`src/rtl/fetch_pkg.sv`:
```
// Shared widths, RAS geometry and the next-PC source encoding for fetch stage 1.
package fetch_pkg;

  localparam int SIZE_PC       = 32;
  localparam int RAS_DEPTH     = 16;
  localparam int RAS_DEPTH_LOG = 4;
  localparam int FETCH_BYTES   = 32;
  localparam int INST_BYTES    = 8;

  typedef logic [SIZE_PC-1:0]       pc_t;
  typedef logic [RAS_DEPTH_LOG-1:0] rasPtr_t;
  typedef logic [RAS_DEPTH_LOG:0]   rasCount_t;

  typedef enum logic [2:0] {
    SRC_COMMIT,
    SRC_EX,
    SRC_HOLD,
    SRC_ID,
    SRC_BTB,
    SRC_SEQ
  } pcSrc_e;

  function automatic pc_t returnAddr(input pc_t callPc);
    return callPc + pc_t'(INST_BYTES);
  endfunction

endpackage

```
`src/rtl/fetch1_pc_ras_if.sv`:
```
// FS2 <-> FS1 redirect channel: FS2 drives redirect/call/return, FS1 returns the RAS top.
interface fetch1_pc_ras_if;
  import fetch_pkg::*;

  logic flagRecoverID;
  pc_t  targetAddrID;
  logic flagRtrID;
  logic flagCallID;
  pc_t  callPCID;
  pc_t  addrRAS_CP;

  modport master (
    output flagRecoverID, targetAddrID, flagRtrID, flagCallID, callPCID,
    input  addrRAS_CP
  );

  modport slave (
    input  flagRecoverID, targetAddrID, flagRtrID, flagCallID, callPCID,
    output addrRAS_CP
  );

endinterface

```
`src/rtl/ras_stack.sv`:
```
// Circular return address stack with saturating count.
// RAS_CHECKPOINT_EN adds a committed pointer/count that restore copies back.
module ras_stack
  import fetch_pkg::*;
(
  input  logic      clk,
  input  logic      reset,
  input  logic      push,
  input  logic      pop,
  input  pc_t       pushAddr,
  input  logic      restore,
  input  logic      commitCall,
  input  logic      commitRtr,
  output pc_t       top,
  output rasCount_t count
);

  localparam rasCount_t FULL = rasCount_t'(RAS_DEPTH);

  pc_t     mem [RAS_DEPTH];
  rasPtr_t tos;
  rasPtr_t tosInc;
  rasPtr_t tosDec;

  assign tosInc = tos + 1'b1;
  assign tosDec = tos - 1'b1;
  assign top    = mem[tos];

  always_ff @(posedge clk) begin
    if (push) begin
      mem[tosInc] <= pushAddr;
    end
  end

`ifdef RAS_CHECKPOINT_EN
  rasPtr_t   commitTos;
  rasCount_t commitCount;

  always_ff @(posedge clk) begin
    if (reset) begin
      commitTos   <= '0;
      commitCount <= '0;
    end else if (commitCall) begin
      commitTos <= commitTos + 1'b1;
      if (commitCount != FULL) commitCount <= commitCount + 1'b1;
    end else if (commitRtr && commitCount != '0) begin
      commitTos   <= commitTos - 1'b1;
      commitCount <= commitCount - 1'b1;
    end
  end
`else
  logic unusedCheckpoint;
  assign unusedCheckpoint = restore ^ commitCall ^ commitRtr;
`endif

  // Push wins over a simultaneous pop; a pop on an empty stack is a no-op.
  always_ff @(posedge clk) begin
    if (reset) begin
      tos   <= '0;
      count <= '0;
`ifdef RAS_CHECKPOINT_EN
    end else if (restore) begin
      tos   <= commitTos;
      count <= commitCount;
`endif
    end else if (push) begin
      tos <= tosInc;
      if (count != FULL) count <= count + 1'b1;
    end else if (pop && count != '0) begin
      tos   <= tosDec;
      count <= count - 1'b1;
    end
  end

  always_ff @(posedge clk) begin
    if (!reset) begin
      assert (!(push && pop));
    end
  end

endmodule

```
`src/rtl/fetch1_pc_ras.sv`:
```
// Fetch stage 1: prioritised next-PC selection, PC register and RAS wrapper.
// Optional macro RAS_CHECKPOINT_EN enables committed-state RAS recovery.
module fetch1_pc_ras
  import fetch_pkg::*;
#(
  parameter pc_t RESET_PC = '0
) (
  input  logic            clk,
  input  logic            reset,
  input  logic            stall_i,
  input  logic            ctiQueueFull_i,
  input  logic            recoverFlag_i,
  input  pc_t             recoverPC_i,
  input  logic            flagRecoverEX_i,
  input  pc_t             targetAddrEX_i,
  input  logic            btbTaken_i,
  input  pc_t             btbTarget_i,
  input  logic            btbRtr_i,
  input  logic            commitCall_i,
  input  logic            commitRtr_i,
  fetch1_pc_ras_if.slave  fs2,
  output pc_t             pc_o,
  output logic            fs1Ready_o,
  output rasCount_t       rasCount_o
);

  logic   started;
  logic   adv;
  logic   rasUpdate;
  pcSrc_e pcSrc;
  pc_t    nextPc;
  pc_t    rasTop;

  assign adv        = ~stall_i & ~ctiQueueFull_i;
  assign fs1Ready_o = started & adv;
  assign rasUpdate  = adv & fs2.flagRecoverID & ~recoverFlag_i & ~flagRecoverEX_i;
  assign fs2.addrRAS_CP = rasTop;

  always_comb begin
    pcSrc = SRC_SEQ;
    if (recoverFlag_i)        pcSrc = SRC_COMMIT;
    else if (flagRecoverEX_i) pcSrc = SRC_EX;
    else if (!adv)            pcSrc = SRC_HOLD;
    else if (fs2.flagRecoverID) pcSrc = SRC_ID;
    else if (btbTaken_i)      pcSrc = SRC_BTB;
  end

  // Returns take the RAS top as read before this cycle's pop.
  always_comb begin
    nextPc = pc_o + pc_t'(FETCH_BYTES);
    case (pcSrc)
      SRC_COMMIT: nextPc = recoverPC_i;
      SRC_EX:     nextPc = targetAddrEX_i;
      SRC_HOLD:   nextPc = pc_o;
      SRC_ID:     nextPc = fs2.flagRtrID ? rasTop : fs2.targetAddrID;
      SRC_BTB:    nextPc = btbRtr_i ? rasTop : btbTarget_i;
      default:    nextPc = pc_o + pc_t'(FETCH_BYTES);
    endcase
  end

  always_ff @(posedge clk) begin
    if (reset) begin
      pc_o    <= RESET_PC;
      started <= 1'b0;
    end else begin
      pc_o    <= nextPc;
      started <= 1'b1;
    end
  end

  ras_stack uRas (
    .clk        (clk),
    .reset      (reset),
    .push       (rasUpdate & fs2.flagCallID),
    .pop        (rasUpdate & fs2.flagRtrID),
    .pushAddr   (returnAddr(fs2.callPCID)),
    .restore    (recoverFlag_i),
    .commitCall (commitCall_i),
    .commitRtr  (commitRtr_i),
    .top        (rasTop),
    .count      (rasCount_o)
  );

endmodule

```
`src/flat_wrapper.sv`:
```
// flat-port wrapper written by rule: the top's interface ports become plain ports
module fetch1_pc_ras_flat import fetch_pkg::*;
#(
  parameter pc_t RESET_PC = '0
)
  (clk, reset, stall_i, ctiQueueFull_i, recoverFlag_i, recoverPC_i, flagRecoverEX_i, targetAddrEX_i, btbTaken_i, btbTarget_i, btbRtr_i, commitCall_i, commitRtr_i, pc_o, fs1Ready_o, rasCount_o, fs2_flagRecoverID, fs2_targetAddrID, fs2_flagRtrID, fs2_flagCallID, fs2_callPCID, fs2_addrRAS_CP);
  fetch1_pc_ras_if fs2_i ();
  input  logic clk;
  input  logic reset;
  input  logic stall_i;
  input  logic ctiQueueFull_i;
  input  logic recoverFlag_i;
  input  pc_t recoverPC_i;
  input  logic flagRecoverEX_i;
  input  pc_t targetAddrEX_i;
  input  logic btbTaken_i;
  input  pc_t btbTarget_i;
  input  logic btbRtr_i;
  input  logic commitCall_i;
  input  logic commitRtr_i;
  output pc_t pc_o;
  output logic fs1Ready_o;
  output rasCount_t rasCount_o;
  input wire logic [$bits(fs2_i.flagRecoverID)-1:0] fs2_flagRecoverID;
  input wire logic [$bits(fs2_i.targetAddrID)-1:0] fs2_targetAddrID;
  input wire logic [$bits(fs2_i.flagRtrID)-1:0] fs2_flagRtrID;
  input wire logic [$bits(fs2_i.flagCallID)-1:0] fs2_flagCallID;
  input wire logic [$bits(fs2_i.callPCID)-1:0] fs2_callPCID;
  output wire logic [$bits(fs2_i.addrRAS_CP)-1:0] fs2_addrRAS_CP;
  assign fs2_i.flagRecoverID = fs2_flagRecoverID;
  assign fs2_i.targetAddrID = fs2_targetAddrID;
  assign fs2_i.flagRtrID = fs2_flagRtrID;
  assign fs2_i.flagCallID = fs2_flagCallID;
  assign fs2_i.callPCID = fs2_callPCID;
  assign fs2_addrRAS_CP = fs2_i.addrRAS_CP;
  fetch1_pc_ras #(.RESET_PC(RESET_PC)) u_core (.clk(clk), .reset(reset), .stall_i(stall_i), .ctiQueueFull_i(ctiQueueFull_i), .recoverFlag_i(recoverFlag_i), .recoverPC_i(recoverPC_i), .flagRecoverEX_i(flagRecoverEX_i), .targetAddrEX_i(targetAddrEX_i), .btbTaken_i(btbTaken_i), .btbTarget_i(btbTarget_i), .btbRtr_i(btbRtr_i), .commitCall_i(commitCall_i), .commitRtr_i(commitRtr_i), .fs2(fs2_i), .pc_o(pc_o), .fs1Ready_o(fs1Ready_o), .rasCount_o(rasCount_o));
endmodule
```
`config.mk`:
```
export PLATFORM = sky130hd
export DESIGN_NAME = fetch1_pc_ras_flat
export DESIGN_NICKNAME = d
export VERILOG_FILES = /design/src/rtl/fetch_pkg.sv /design/src/rtl/fetch1_pc_ras_if.sv /design/src/rtl/ras_stack.sv /design/src/rtl/fetch1_pc_ras.sv /design/src/flat_wrapper.sv
export SDC_FILE = /design/constraint.sdc
export NUM_CORES = 1
export LEC_CHECK = 0
export CORE_MARGIN = 3
export CORE_UTILIZATION = 58
export CTS_BUF_LIST = sky130_fd_sc_hd__clkbuf_4
export CTS_CLUSTER_SIZE = 12
export DETAILED_ROUTE_END_ITERATION = 8
export DONT_BUFFER_PORTS = 1
export HOLD_SLACK_MARGIN = 0.15
export PLACE_DENSITY_LB_ADDON = 0.2
export SLEW_MARGIN = 10
export SYNTH_ARGS = -nofsm -noshare
export SYNTH_HDL_FRONTEND = slang
export SYNTH_HIERARCHICAL = 1
export SYNTH_SLANG_ARGS = --single-unit
```
`constraint.sdc`:
```
create_clock -name clk -period 7.82 [get_ports clk]
set_input_delay 1.173 -clock clk [delete_from_list [all_inputs] [get_ports clk]]
set_output_delay 1.173 -clock clk [all_outputs]
set_load 0.05 [all_outputs]
```
==> flow_summary.ini <==
[status]
outcome = complete, no violations

[sta]
finalCriticalPeriod_ns = 5.03
fmax_mhz = 199
slew_viol_final = 0
slew_headroom_pct = 15.4
fin_tns_setup_ns = 0
finalSetupViolCount = 0
rsz0062_at_grt = false
final.setup_skew_ns = 0.0556
final_min_period_over_clock_period_pct = 64.3
hold_viol_final = 0
tightest_slew_ns = 1.26
hold_ws_ns = 0.430

[clocking]
cts_inserted_buffers = 141
cts_tree = built
clk_pin_slew_ns = 0.06
cts.sinks = 558
cts_setup_buffers = 0
clk_latency_ns = 0.83
ctsHoldBuffers = 0
h-tree-depth = 4
cts_resized = 0
cts_buffer_depth = 3
root_buffer = clkbuf_4

[global_route]
grt_pass1_wl_mm = 85.1
gr-usage-met3_pct = 7.97
gr-usage-met2_pct = 44.5
antenna_found_initial = 2
grt_max_degree = 71
grtUsageMet1_pct = 33.2
busiest_layer = met2
grtUsageTotal_pct = 26.6
grt_remaining_overflow = 0
grt_pass1_vias = 13500

[synth]
async_flop_share_pct = 0
ys_seq_area_share_pct = 68.2
syn_area_per_cell_um2 = 18.5
synthCells = 1292
ys_warn_count = 6
synth-edff-count = 512
syn_nets = 1477
yosysUniqueCellTypes = 66
synth-seq-cells = 558
ys.flop_type = edfxtp_1
netlist_area_mm2 = 0.0239

[job]
cap_violations = 0

[pwr]
irDropWorstVdd_uv = 116
power.density_mw_per_mm2 = 224
p_leak_nw = 8.24

[floorplanning]
die_h_um = 209
core-area_mm2 = 0.0402
die-area_mm2 = 0.0437
row_count = 73
start_util_pct = 59.4
chipWidth_um = 209
ios = 243

[cells_and_area]
layout.nets = 1570
drive_gt1_share_pct = 28.8
synthToLayoutAreaGrowth_pct = 9.97

[route]
dr.pass1.iters = 6
wl_mm = 57.7
wl_per_cell_um = 28.8
drtAntennaViolNets = 0
num_vias = 13300
routed_via_density = 6.64
drt_iter0_drc = 1313
drc_errors = 0

[critical_path]
crit_required_ns = 6.65
critPathSlowestCell = buf_4
critPathArrivalTime_ns = 3.86
path_class = reg -> out
cp_cell_sequence = buf_4 > mux4_1 > mux4_2
start_kind = register
crit_fanout = 70
crit_buf_inv = 1
cp_top_family = multiplexers
endpoint_kind = output port
max_stage_delay_ns = 0.90

[placement]
io_buffers = 0
finalWeightedCongestion = 0.905
dp_hpwl_mm = 33.6

[hold_path]
hp-class = in -> reg
## final timing paths
| kind | start | endpoint | slack [ns] | depth (start not counted) |
|---|---|---|---|---|
| worst max-delay path | register | fs2_addrRAS_CP[21] | 2.79 | 3 |
| worst min-delay path | reset | u_core/uRas/tos[0]$_SDFFE_PP0P_ | 0.43 | 1 |
| worst max register to register | register | u_core/pc_o[18]$_SDFFE_PP0P_ | 3.81 | 7 |
| worst min register to register | u_core/uRas/tos[2]$_SDFFE_PP0P_ | register | 0.73 | 2 |
## area by class of cell
class	instances	area, um2
Clock buffer	192	1440
Sequential cell	558	16300
Antenna cell	2	5.00
Multi-Input combinational cell	642	7300
Fill cell	2720	13900
Tap cell	525	657
Inverter	14	52.6
Clock inverter	43	304
Timing Repair Buffer	28	210
## metal layers
layer | routed length (um) | part of all wire, % | vias to the layer above
li1 | - | - | 5701
met1 | 21300 | 37 | 6770
met2 | 29100 | 50 | 731
met3 | 5830 | 10 | 100
met4 | 1520 | 2.6 | 0
met5 | 0 | 0 | -
## power by group
group | switching [mW] | internal [mW]
Clock | 1.12 | 1.27
Sequential | 0.0704 | 3.27
Combinational | 0.0841 | 0.0557
Total | 1.27 | 4.60
## worst reg2reg max path, delay by kind of cell, from the launching register on
kind	cells	cell delay, ns
compound gates	3	0.57
buf+inv	1	0.95
mux	3	1.49
flops	1	0.89
## metrics by stage
step	power [mW]	util, %	cell area, um2	instances	setup slack [ns]
6_report	5.87	65.4	26300	2004	2.79
3_5_place_dp	3.54	60.9	24500	1767	3.58
4_1_cts	5.94	65.3	26200	2002	2.67
3_3_place_gp	3.54	60.9	24500	1767	3.59
5_1_grt	6.10	65.4	26300	2004	2.56
2_1_floorplan	3.51	-	23900	1292	3.63
## Yosys cell counts, drive strengths merged (18+ instances only)
master	count	area share [%]
edfxtp	512	64
mux4	161	16
nor2	53	0.83
a221oi	18	0.69
dfxtp	46	3.9
buf	27	0.91
clkbuf	51	0.81
xnor2	29	1.1
nand3	24	0.57
mux2i	58	2.4
nand2	35	0.55
o21ai	34	0.71
a21oi	38	0.80
## registers in the layout (all words and copies together) (netlist names), named ones only
signal and count:
u_core/pc_o 32, u_core/started 1, u_core/uRas/count 5, u_core/uRas/mem 512, u_core/uRas/tos 4
## cells by family after synthesis
family | Yosys count | synth area share, %
xor+xnor | 33 | 1.21
flops | 558 | 68.2
mux | 227 | 18.4
buf+inv | 92 | 1.93
fa+ha+maj | 12 | 0.660
simple gates | 194 | 4.34
compound gates | 176 | 5.28
## placed cells by master, fill, tap and decap left out, drive strengths merged, types with 14 or more instances in the layout
cell	synthesis	layout
a211oi	17	17
a21oi	38	38
a221oi	18	18
buf	27	28
clkbuf	51	192
clkinv	0	30
dfxtp	46	46
edfxtp	512	512
inv	14	18
mux2i	58	58
mux4	161	161
nand2	35	35
nand3	24	24
nor2	53	53
nor4	14	14
o21ai	34	34
o22ai	14	14
xnor2	29	29
No activity file was read; power rests on OpenSTA's default activity.
